==> src/rtl/mlp_seq_controller_if.sv <==
// Control/address bundle between the two-layer MLP sequencer and its BRAMs / MAC array.
interface mlp_seq_controller_if #(
    parameter int unsigned MAC_NUM  = 8,
    parameter int unsigned IN_ELEMS = 32,
    parameter int unsigned OUT_COLS = 8,
    parameter int unsigned L2_COLS  = 1
);
    localparam int unsigned K1 = IN_ELEMS / MAC_NUM;
    localparam int unsigned W1 = (K1 > 1) ? $clog2(K1) : 1;
    localparam int unsigned W2 = $clog2(OUT_COLS * K1);
    localparam int unsigned W3 = (L2_COLS * OUT_COLS > 1) ? $clog2(L2_COLS * OUT_COLS) : 1;
    localparam int unsigned WT = $clog2(OUT_COLS);

    logic          start_i;
    logic          abort_i;
    logic [W1-1:0] din1_addr_o;
    logic          din1_en_o;
    logic [W2-1:0] din2_addr_o;
    logic          din2_en_o;
    logic [W3-1:0] din3_addr_o;
    logic          din3_en_o;
    logic          temp_rd_en_o;
    logic          temp_wr_en_o;
    logic [WT-1:0] temp_addr_o;
    logic          mux_ctrl_o;
    logic          pu_en_o;
    logic          pu_valid_o;
    logic          pu_clear_o;
    logic          busy_o;
    logic          done_o;

    modport master (
        input  start_i, abort_i,
        output din1_addr_o, din1_en_o, din2_addr_o, din2_en_o, din3_addr_o, din3_en_o,
               temp_rd_en_o, temp_wr_en_o, temp_addr_o, mux_ctrl_o,
               pu_en_o, pu_valid_o, pu_clear_o, busy_o, done_o
    );

    modport slave (
        output start_i, abort_i,
        input  din1_addr_o, din1_en_o, din2_addr_o, din2_en_o, din3_addr_o, din3_en_o,
               temp_rd_en_o, temp_wr_en_o, temp_addr_o, mux_ctrl_o,
               pu_en_o, pu_valid_o, pu_clear_o, busy_o, done_o
    );
endinterface

==> src/rtl/mlp_seq_controller.sv <==
// Two-layer MAC-array sequencer: layer 1 streams din1 x din2 into the temp buffer,
// layer 2 streams temp x din3 for L2_COLS columns. Every output is a flop.
module mlp_seq_controller #(
    parameter int unsigned MAC_NUM  = 8,
    parameter int unsigned IN_ELEMS = 32,
    parameter int unsigned OUT_COLS = 8,
    parameter int unsigned L2_COLS  = 1,
    parameter int unsigned RD_LAT   = 1
) (
    input  logic                 clk_i,
    input  logic                 rst_i,
    mlp_seq_controller_if.master bus
);
    localparam int unsigned K1   = IN_ELEMS / MAC_NUM;
    localparam int unsigned K2   = OUT_COLS;
    localparam int unsigned P1   = K1 + RD_LAT + 2;
    localparam int unsigned P2   = K2 + RD_LAT + 2;
    localparam int unsigned PMAX = (P1 > P2) ? P1 : P2;
    localparam int unsigned CMAX = (OUT_COLS > L2_COLS) ? OUT_COLS : L2_COLS;
    localparam int unsigned SW   = $clog2(PMAX);
    localparam int unsigned CW   = $clog2(CMAX);
    localparam int unsigned PW   = RD_LAT;
    localparam int unsigned W1   = (K1 > 1) ? $clog2(K1) : 1;
    localparam int unsigned W2   = $clog2(OUT_COLS * K1);
    localparam int unsigned W3   = (L2_COLS * OUT_COLS > 1) ? $clog2(L2_COLS * OUT_COLS) : 1;
    localparam int unsigned WT   = $clog2(OUT_COLS);

    localparam logic [SW-1:0] S1_LAST = SW'(P1 - 1);
    localparam logic [SW-1:0] S1_ISS  = SW'(K1);
    localparam logic [SW-1:0] S1_VAL  = SW'(K1 + RD_LAT);
    localparam logic [SW-1:0] S1_CLR  = SW'(K1 + RD_LAT + 1);
    localparam logic [SW-1:0] S2_LAST = SW'(P2 - 1);
    localparam logic [SW-1:0] S2_ISS  = SW'(K2);
    localparam logic [SW-1:0] S2_VAL  = SW'(K2 + RD_LAT);
    localparam logic [SW-1:0] S2_CLR  = SW'(K2 + RD_LAT + 1);
    localparam logic [CW-1:0] C1_LAST = CW'(OUT_COLS - 1);
    localparam logic [CW-1:0] C2_LAST = CW'(L2_COLS - 1);

    typedef enum logic [1:0] {ST_IDLE, ST_L1, ST_L2, ST_DONE} state_e;

    state_e        state_q, state_d;
    logic [SW-1:0] phase_q, phase_d;
    logic [CW-1:0] col_q, col_d;
    logic [PW-1:0] pipe_q, pipe_d;
    logic [W1-1:0] din1_addr_q, din1_addr_d;
    logic [W2-1:0] din2_addr_q, din2_addr_d;
    logic [W3-1:0] din3_addr_q, din3_addr_d;
    logic [WT-1:0] temp_addr_q, temp_addr_d;
    logic          din1_en_q, din1_en_d;
    logic          din2_en_q, din2_en_d;
    logic          din3_en_q, din3_en_d;
    logic          temp_rd_en_q, temp_rd_en_d;
    logic          temp_wr_en_q, temp_wr_en_d;
    logic          mux_ctrl_q, mux_ctrl_d;
    logic          pu_en_q, pu_en_d;
    logic          pu_valid_q, pu_valid_d;
    logic          pu_clear_q, pu_clear_d;
    logic          busy_q, busy_d;
    logic          done_q, done_d;
    logic          issue;
    logic          abort_hit;

    // Next state first, then the outputs are decoded from the next state so they land registered.
    always_comb begin
        state_d      = state_q;
        phase_d      = phase_q;
        col_d        = col_q;
        pipe_d       = '0;
        din1_addr_d  = din1_addr_q;
        din2_addr_d  = din2_addr_q;
        din3_addr_d  = din3_addr_q;
        temp_addr_d  = temp_addr_q;
        din1_en_d    = 1'b0;
        din2_en_d    = 1'b0;
        din3_en_d    = 1'b0;
        temp_rd_en_d = 1'b0;
        temp_wr_en_d = 1'b0;
        mux_ctrl_d   = 1'b0;
        pu_en_d      = 1'b0;
        pu_valid_d   = 1'b0;
        pu_clear_d   = 1'b0;
        busy_d       = 1'b0;
        done_d       = 1'b0;
        issue        = 1'b0;
        abort_hit    = 1'b0;

        unique case (state_q)
            ST_IDLE: begin
                if (bus.start_i) begin
                    state_d = ST_L1;
                    phase_d = '0;
                    col_d   = '0;
                end
            end
            ST_L1: begin
                if (bus.abort_i) begin
                    state_d   = ST_IDLE;
                    abort_hit = 1'b1;
                end else if (phase_q == S1_LAST) begin
                    phase_d = '0;
                    if (col_q == C1_LAST) begin
                        state_d = ST_L2;
                        col_d   = '0;
                    end else begin
                        col_d = col_q + CW'(1);
                    end
                end else begin
                    phase_d = phase_q + SW'(1);
                end
            end
            ST_L2: begin
                if (bus.abort_i) begin
                    state_d   = ST_IDLE;
                    abort_hit = 1'b1;
                end else if (phase_q == S2_LAST) begin
                    phase_d = '0;
                    if (col_q == C2_LAST) begin
                        state_d = ST_DONE;
                        col_d   = '0;
                    end else begin
                        col_d = col_q + CW'(1);
                    end
                end else begin
                    phase_d = phase_q + SW'(1);
                end
            end
            ST_DONE: state_d = ST_IDLE;
            default: state_d = ST_IDLE;
        endcase

        unique case (state_d)
            ST_L1: begin
                busy_d = 1'b1;
                if (phase_d < S1_ISS) begin
                    issue       = 1'b1;
                    din1_en_d   = 1'b1;
                    din2_en_d   = 1'b1;
                    din1_addr_d = W1'(phase_d);
                    din2_addr_d = W2'(int'(col_d) * int'(K1) + int'(phase_d));
                end
                if (phase_d == S1_VAL) begin
                    pu_valid_d   = 1'b1;
                    temp_wr_en_d = 1'b1;
                    temp_addr_d  = WT'(col_d);
                end
                if (phase_d == S1_CLR) pu_clear_d = 1'b1;
            end
            ST_L2: begin
                busy_d     = 1'b1;
                mux_ctrl_d = 1'b1;
                if (phase_d < S2_ISS) begin
                    issue        = 1'b1;
                    temp_rd_en_d = 1'b1;
                    din3_en_d    = 1'b1;
                    temp_addr_d  = WT'(phase_d);
                    din3_addr_d  = W3'(int'(col_d) * int'(K2) + int'(phase_d));
                end
                if (phase_d == S2_VAL) pu_valid_d = 1'b1;
                if (phase_d == S2_CLR) pu_clear_d = 1'b1;
            end
            ST_DONE: done_d = 1'b1;
            default: ;
        endcase

        // Issue enable delayed RD_LAT cycles to line up with BRAM read data.
        if (state_d == ST_L1 || state_d == ST_L2) begin
            pipe_d  = PW'({pipe_q, issue});
            pu_en_d = pipe_q[PW-1];
        end

        if (abort_hit) pu_clear_d = 1'b1;
    end

    always_ff @(posedge clk_i or posedge rst_i) begin
        if (rst_i) begin
            state_q      <= ST_IDLE;
            phase_q      <= '0;
            col_q        <= '0;
            pipe_q       <= '0;
            din1_addr_q  <= '0;
            din2_addr_q  <= '0;
            din3_addr_q  <= '0;
            temp_addr_q  <= '0;
            din1_en_q    <= 1'b0;
            din2_en_q    <= 1'b0;
            din3_en_q    <= 1'b0;
            temp_rd_en_q <= 1'b0;
            temp_wr_en_q <= 1'b0;
            mux_ctrl_q   <= 1'b0;
            pu_en_q      <= 1'b0;
            pu_valid_q   <= 1'b0;
            pu_clear_q   <= 1'b0;
            busy_q       <= 1'b0;
            done_q       <= 1'b0;
        end else begin
            state_q      <= state_d;
            phase_q      <= phase_d;
            col_q        <= col_d;
            pipe_q       <= pipe_d;
            din1_addr_q  <= din1_addr_d;
            din2_addr_q  <= din2_addr_d;
            din3_addr_q  <= din3_addr_d;
            temp_addr_q  <= temp_addr_d;
            din1_en_q    <= din1_en_d;
            din2_en_q    <= din2_en_d;
            din3_en_q    <= din3_en_d;
            temp_rd_en_q <= temp_rd_en_d;
            temp_wr_en_q <= temp_wr_en_d;
            mux_ctrl_q   <= mux_ctrl_d;
            pu_en_q      <= pu_en_d;
            pu_valid_q   <= pu_valid_d;
            pu_clear_q   <= pu_clear_d;
            busy_q       <= busy_d;
            done_q       <= done_d;
        end
    end

    assign bus.din1_addr_o  = din1_addr_q;
    assign bus.din1_en_o    = din1_en_q;
    assign bus.din2_addr_o  = din2_addr_q;
    assign bus.din2_en_o    = din2_en_q;
    assign bus.din3_addr_o  = din3_addr_q;
    assign bus.din3_en_o    = din3_en_q;
    assign bus.temp_rd_en_o = temp_rd_en_q;
    assign bus.temp_wr_en_o = temp_wr_en_q;
    assign bus.temp_addr_o  = temp_addr_q;
    assign bus.mux_ctrl_o   = mux_ctrl_q;
    assign bus.pu_en_o      = pu_en_q;
    assign bus.pu_valid_o   = pu_valid_q;
    assign bus.pu_clear_o   = pu_clear_q;
    assign bus.busy_o       = busy_q;
    assign bus.done_o       = done_q;
endmodule

==> src/flat_wrapper.sv <==
// flat-port wrapper written by rule: the top's interface ports become plain ports
module mlp_seq_controller_flat 
#(
    parameter int unsigned MAC_NUM  = 8,
    parameter int unsigned IN_ELEMS = 32,
    parameter int unsigned OUT_COLS = 8,
    parameter int unsigned L2_COLS  = 1,
    parameter int unsigned RD_LAT   = 1
)
  (clk_i, rst_i, bus_start_i, bus_abort_i, bus_din1_addr_o, bus_din1_en_o, bus_din2_addr_o, bus_din2_en_o, bus_din3_addr_o, bus_din3_en_o, bus_temp_rd_en_o, bus_temp_wr_en_o, bus_temp_addr_o, bus_mux_ctrl_o, bus_pu_en_o, bus_pu_valid_o, bus_pu_clear_o, bus_busy_o, bus_done_o);
  mlp_seq_controller_if #(.MAC_NUM(MAC_NUM), .IN_ELEMS(IN_ELEMS), .OUT_COLS(OUT_COLS), .L2_COLS(L2_COLS)) bus_i ();
  input  logic clk_i;
  input  logic rst_i;
  input wire logic [$bits(bus_i.start_i)-1:0] bus_start_i;
  input wire logic [$bits(bus_i.abort_i)-1:0] bus_abort_i;
  output wire logic [$bits(bus_i.din1_addr_o)-1:0] bus_din1_addr_o;
  output wire logic [$bits(bus_i.din1_en_o)-1:0] bus_din1_en_o;
  output wire logic [$bits(bus_i.din2_addr_o)-1:0] bus_din2_addr_o;
  output wire logic [$bits(bus_i.din2_en_o)-1:0] bus_din2_en_o;
  output wire logic [$bits(bus_i.din3_addr_o)-1:0] bus_din3_addr_o;
  output wire logic [$bits(bus_i.din3_en_o)-1:0] bus_din3_en_o;
  output wire logic [$bits(bus_i.temp_rd_en_o)-1:0] bus_temp_rd_en_o;
  output wire logic [$bits(bus_i.temp_wr_en_o)-1:0] bus_temp_wr_en_o;
  output wire logic [$bits(bus_i.temp_addr_o)-1:0] bus_temp_addr_o;
  output wire logic [$bits(bus_i.mux_ctrl_o)-1:0] bus_mux_ctrl_o;
  output wire logic [$bits(bus_i.pu_en_o)-1:0] bus_pu_en_o;
  output wire logic [$bits(bus_i.pu_valid_o)-1:0] bus_pu_valid_o;
  output wire logic [$bits(bus_i.pu_clear_o)-1:0] bus_pu_clear_o;
  output wire logic [$bits(bus_i.busy_o)-1:0] bus_busy_o;
  output wire logic [$bits(bus_i.done_o)-1:0] bus_done_o;
  assign bus_i.start_i = bus_start_i;
  assign bus_i.abort_i = bus_abort_i;
  assign bus_din1_addr_o = bus_i.din1_addr_o;
  assign bus_din1_en_o = bus_i.din1_en_o;
  assign bus_din2_addr_o = bus_i.din2_addr_o;
  assign bus_din2_en_o = bus_i.din2_en_o;
  assign bus_din3_addr_o = bus_i.din3_addr_o;
  assign bus_din3_en_o = bus_i.din3_en_o;
  assign bus_temp_rd_en_o = bus_i.temp_rd_en_o;
  assign bus_temp_wr_en_o = bus_i.temp_wr_en_o;
  assign bus_temp_addr_o = bus_i.temp_addr_o;
  assign bus_mux_ctrl_o = bus_i.mux_ctrl_o;
  assign bus_pu_en_o = bus_i.pu_en_o;
  assign bus_pu_valid_o = bus_i.pu_valid_o;
  assign bus_pu_clear_o = bus_i.pu_clear_o;
  assign bus_busy_o = bus_i.busy_o;
  assign bus_done_o = bus_i.done_o;
  mlp_seq_controller #(.MAC_NUM(MAC_NUM), .IN_ELEMS(IN_ELEMS), .OUT_COLS(OUT_COLS), .L2_COLS(L2_COLS), .RD_LAT(RD_LAT)) u_core (.clk_i(clk_i), .rst_i(rst_i), .bus(bus_i));
endmodule
==> config.mk <==
export PLATFORM = sky130hd
export DESIGN_NAME = mlp_seq_controller_flat
export DESIGN_NICKNAME = d
export VERILOG_FILES = /design/src/rtl/mlp_seq_controller_if.sv /design/src/rtl/mlp_seq_controller.sv /design/src/flat_wrapper.sv
export SDC_FILE = /design/constraint.sdc
export NUM_CORES = 1
export LEC_CHECK = 0
export ABC_AREA = 1
export CAP_MARGIN = 15
export CORE_ASPECT_RATIO = 1.25
export CORE_MARGIN = 2
export CORE_UTILIZATION = 59
export CTS_BUF_LIST = sky130_fd_sc_hd__clkbuf_4
export DETAILED_ROUTE_END_ITERATION = 6
export GPL_TIMING_DRIVEN = 0
export MAX_ROUTING_LAYER = met4
export PLACE_DENSITY_LB_ADDON = 0.12
export REMOVE_ABC_BUFFERS = 1
export SYNTH_ARGS = -nofsm -noshare
export SYNTH_HDL_FRONTEND = slang
export SYNTH_SLANG_ARGS = --single-unit
==> constraint.sdc <==
create_clock -name clk_i -period 6.1 [get_ports clk_i]
set_input_delay 1.525 -clock clk_i [delete_from_list [all_inputs] [get_ports clk_i]]
set_output_delay 1.525 -clock clk_i [all_outputs]
set_load 0.03 [all_outputs]
==> qor.csv <==
stage;metric;value;unit
status;outcome;finished clean;
synthesis;Primary FF master, synth;dfrtp_1;
clock_tree;root buffer cell;clkbuf_4;
finish;final design utilization;74.6;%
grt;number of global-route vias before repair;1464;
power;PwrDens;385;nW/um^2
worst_setup_path;CP Data Required Time;6320;ps
run;Max-Cap Viols;0;
timing;RSZ-0062 raised after global routing;false;
timing;Fmax;276;MHz
synthesis;Synth cell types;26;
timing;worst slew pin tran;512;ps
timing;Period Utilization, post-route;59.4;%
clock_tree;worst skew pair latency;340;ps
worst_setup_path;CP startpoint kind;primary input;
timing;final setup fails;0;
synthesis;Mapped Cells;207;
die;count of standard-cell rows;22;
grt;Total GRT Usage;25.7;%
clock_tree;Num CTS Buffers;5;
synthesis;Netlist Area Pre-Place;1770;um^2
grt;largest net degree at the start of global routing;31;
power;Power, Total;0.830;mW
timing;Tmin final;3620;ps
power;leakage power;1.06;nW
finish;# nets final;258;
timing;max-slew violations;0;
finish;Antenna diodes;0;
clock_tree;H-tree depth;2;
place;IO buf count;27;
route;router iterations before antenna repair;4;
place;Setup WS pre-CTS;2140;ps
finish;layout cells sized above 1;13.4;%
worst_hold_path;min-delay worst type;flop to flop;
synthesis;YS warnings;0;
synthesis;post-synth top area share;42.5;%
clock_tree;postcts setup bufs;0;
grt;initial antenna violation count;0;
synthesis;number of synthesized flops with an enable pin;0;
synthesis;Synth Area per Inst;8.53;um^2
synthesis;#FFs+latches synth;30;
route;initial detailed-routing violation count;50;
route;DR WL/cell;13.8;um
power;VDD IR max;0.000290;V
finish;Area Overhead vs Synth;22.1;%
clock_tree;Bufs on Longest Clock Path;2;
die;Core Area;2890;um^2
worst_setup_path;critical path endpoint category;flop;
route;Vias/cell;5.22;
finish;Fill cells;223;
die;Die Wd;52.9;um
route;Routed WL;3810;um
route;remaining antenna violation count;0;
timing;final hold viol count;0;
synthesis;register area share after synthesis;42.5;%
synthesis;most numerous cell in the Yosys netlist;nand2_1;
clock_tree;CTS tree;built;
die;io pins;28;
worst_setup_path;WP data arrival;3840;ps
place;DP Wirelength;2900;um
route;Vias;1436;
die;Die Y;65.2;um
grt;gr ovfl total;0;
synthesis;post-synth top area cell;dfrtp_1;
timing;Final TNS setup;0;ps
die;Initial Util;61.1;%
place;Inst Count DP;266;
synthesis;Async SR Flop Fraction;100;%
place;gpl congestion;0.832;
die;Die ar.;3450;um^2
worst_setup_path;worst setup path class;primary input to flop;
finish;Finished Layout Cells;275;
timing;max_slew headroom;65.5;%
clock_tree;Gates resized, CTS repair;0;
route;drc violations;0;
clock_tree;Post-CTS Hold Fix Bufs;0;
clock_tree;CTS Sinks;30;
worst_setup_path;crit-path max FO;8;
synthesis;Commonest cells post-synth;52 x nand2_1, 30 x dfrtp_1, 29 x inv_1, 16 x nor2_1, 15 x ha_1;
grt;first-pass GRT wire length;6170;um
clock_tree;Reg clk slew, reported paths;80;ps
timing;worst setup margin;2480;ps
timing;clock skew;10.1;ps
synthesis;top cells by area, synth;dfrtp_1 42%, nand2_1 11%, ha_1 11%, inv_1 6.2%, nand3_1 3.4%;
==> registers in the layout (all words and copies together), names as in the netlist, 2 cells and up <==
signal	flops
u_core.phase_q	4
u_core.bus.din2_addr_o	5
u_core.bus.din3_addr_o	3
u_core.col_q	3
u_core.state_q	2
u_core.bus.temp_addr_o	3
==> placed cells by master, fill, tap and decap left out, types with 5 or more instances in the layout <==
master and n:
nand3_1 12, nor2_1 16, inv_1 29, o21ai_0 12, clkdlybuf4s50_1 27, nand2_4 5, dfrtp_1 30, clkbuf_4 5
nand2_1 52, ha_1 15
==> critical path, stage by stage <==
cell and delay [ps]:
clkdlybuf4s50_1 610, inv_2 130, nand3_1 90, nand3_1 90
nor2_2 190, nand2_1 80, o21ai_1 160, ha_1 190
inv_1 50, fa_1 420, xor2_1 210, a21oi_2 90
==> metrics by stage <==
stage | hold WS [ps] | instance area, um^2
floorplan | 434 | 1740
global placement | 445 | 2050
detailed placement | 471 | 2050
CTS | 492 | 2130
global route | 507 | 2160
finish | 488 | 2160
==> path summary, 6_finish.rpt <==
check | from | to | slack [ps] | depth (start not counted)
min reg2reg | u_core.bus.temp_addr_o[1] | u_core.bus.temp_addr_o[1] | 490 | 2
max | bus_abort_i | u_core.bus.din2_addr_o[4] | 2480 | 12
max in group asynchronous | rst_i | u_core.bus.temp_addr_o[1] | 4270 | 3
min in group asynchronous | rst_i | u_core.bus.pu_en_o | 1410 | 2
max reg2reg | u_core.phase_q[0] | u_core.bus.din3_addr_o[2] | 3460 | 12
min | u_core.bus.temp_addr_o[1] | u_core.bus.temp_addr_o[1] | 490 | 2
==> layer usage <==
layer | GRT usage, % | wire length, um
met1 | 26.6 | 1490
met5 | - | 0
met2 | 44.5 | 2050
met4 | 12.8 | 114
met3 | 5.91 | 144
==> final cells by class <==
cell class,instances,area [um^2],share of cell area [%]
clock buffer,5,37.5,1.74
clock inverter,3,40.0,1.86
inverter,31,116,5.39
multi-input combinational,142,870,40.3
sequential,30,751,34.8
tap,36,45.0,2.09
timing repair buffer,28,298,13.8
==> power breakdown <==
group / leakage, nW / switching (mW) / total, mW / internal (mW)
sequential: 0.402 / 0.0281 / 0.267 / 0.239
combinational: 0.616 / 0.264 / 0.409 / 0.145
clock: 0.0450 / 0.0690 / 0.154 / 0.0848
total: 1.06 / 0.361 / 0.830 / 0.469
==> cells by family (layout without fill, tap and decap cells) <==
| group | count (synthesis) | after routing | share of synthesized area, % |
|---|---|---|---|
| XOR/XNOR | 1 | 1 | 0.496 |
| flip-flops | 30 | 30 | 42.5 |
| adder cells (fa/ha/maj) | 16 | 16 | 11.8 |
| buffers and inverters | 35 | 67 | 8.29 |
| AND/OR/NAND/NOR | 103 | 103 | 29.4 |
| AO/OA/AOI/OAI | 22 | 22 | 7.58 |
No activity file was read; power rests on OpenSTA's default activity.
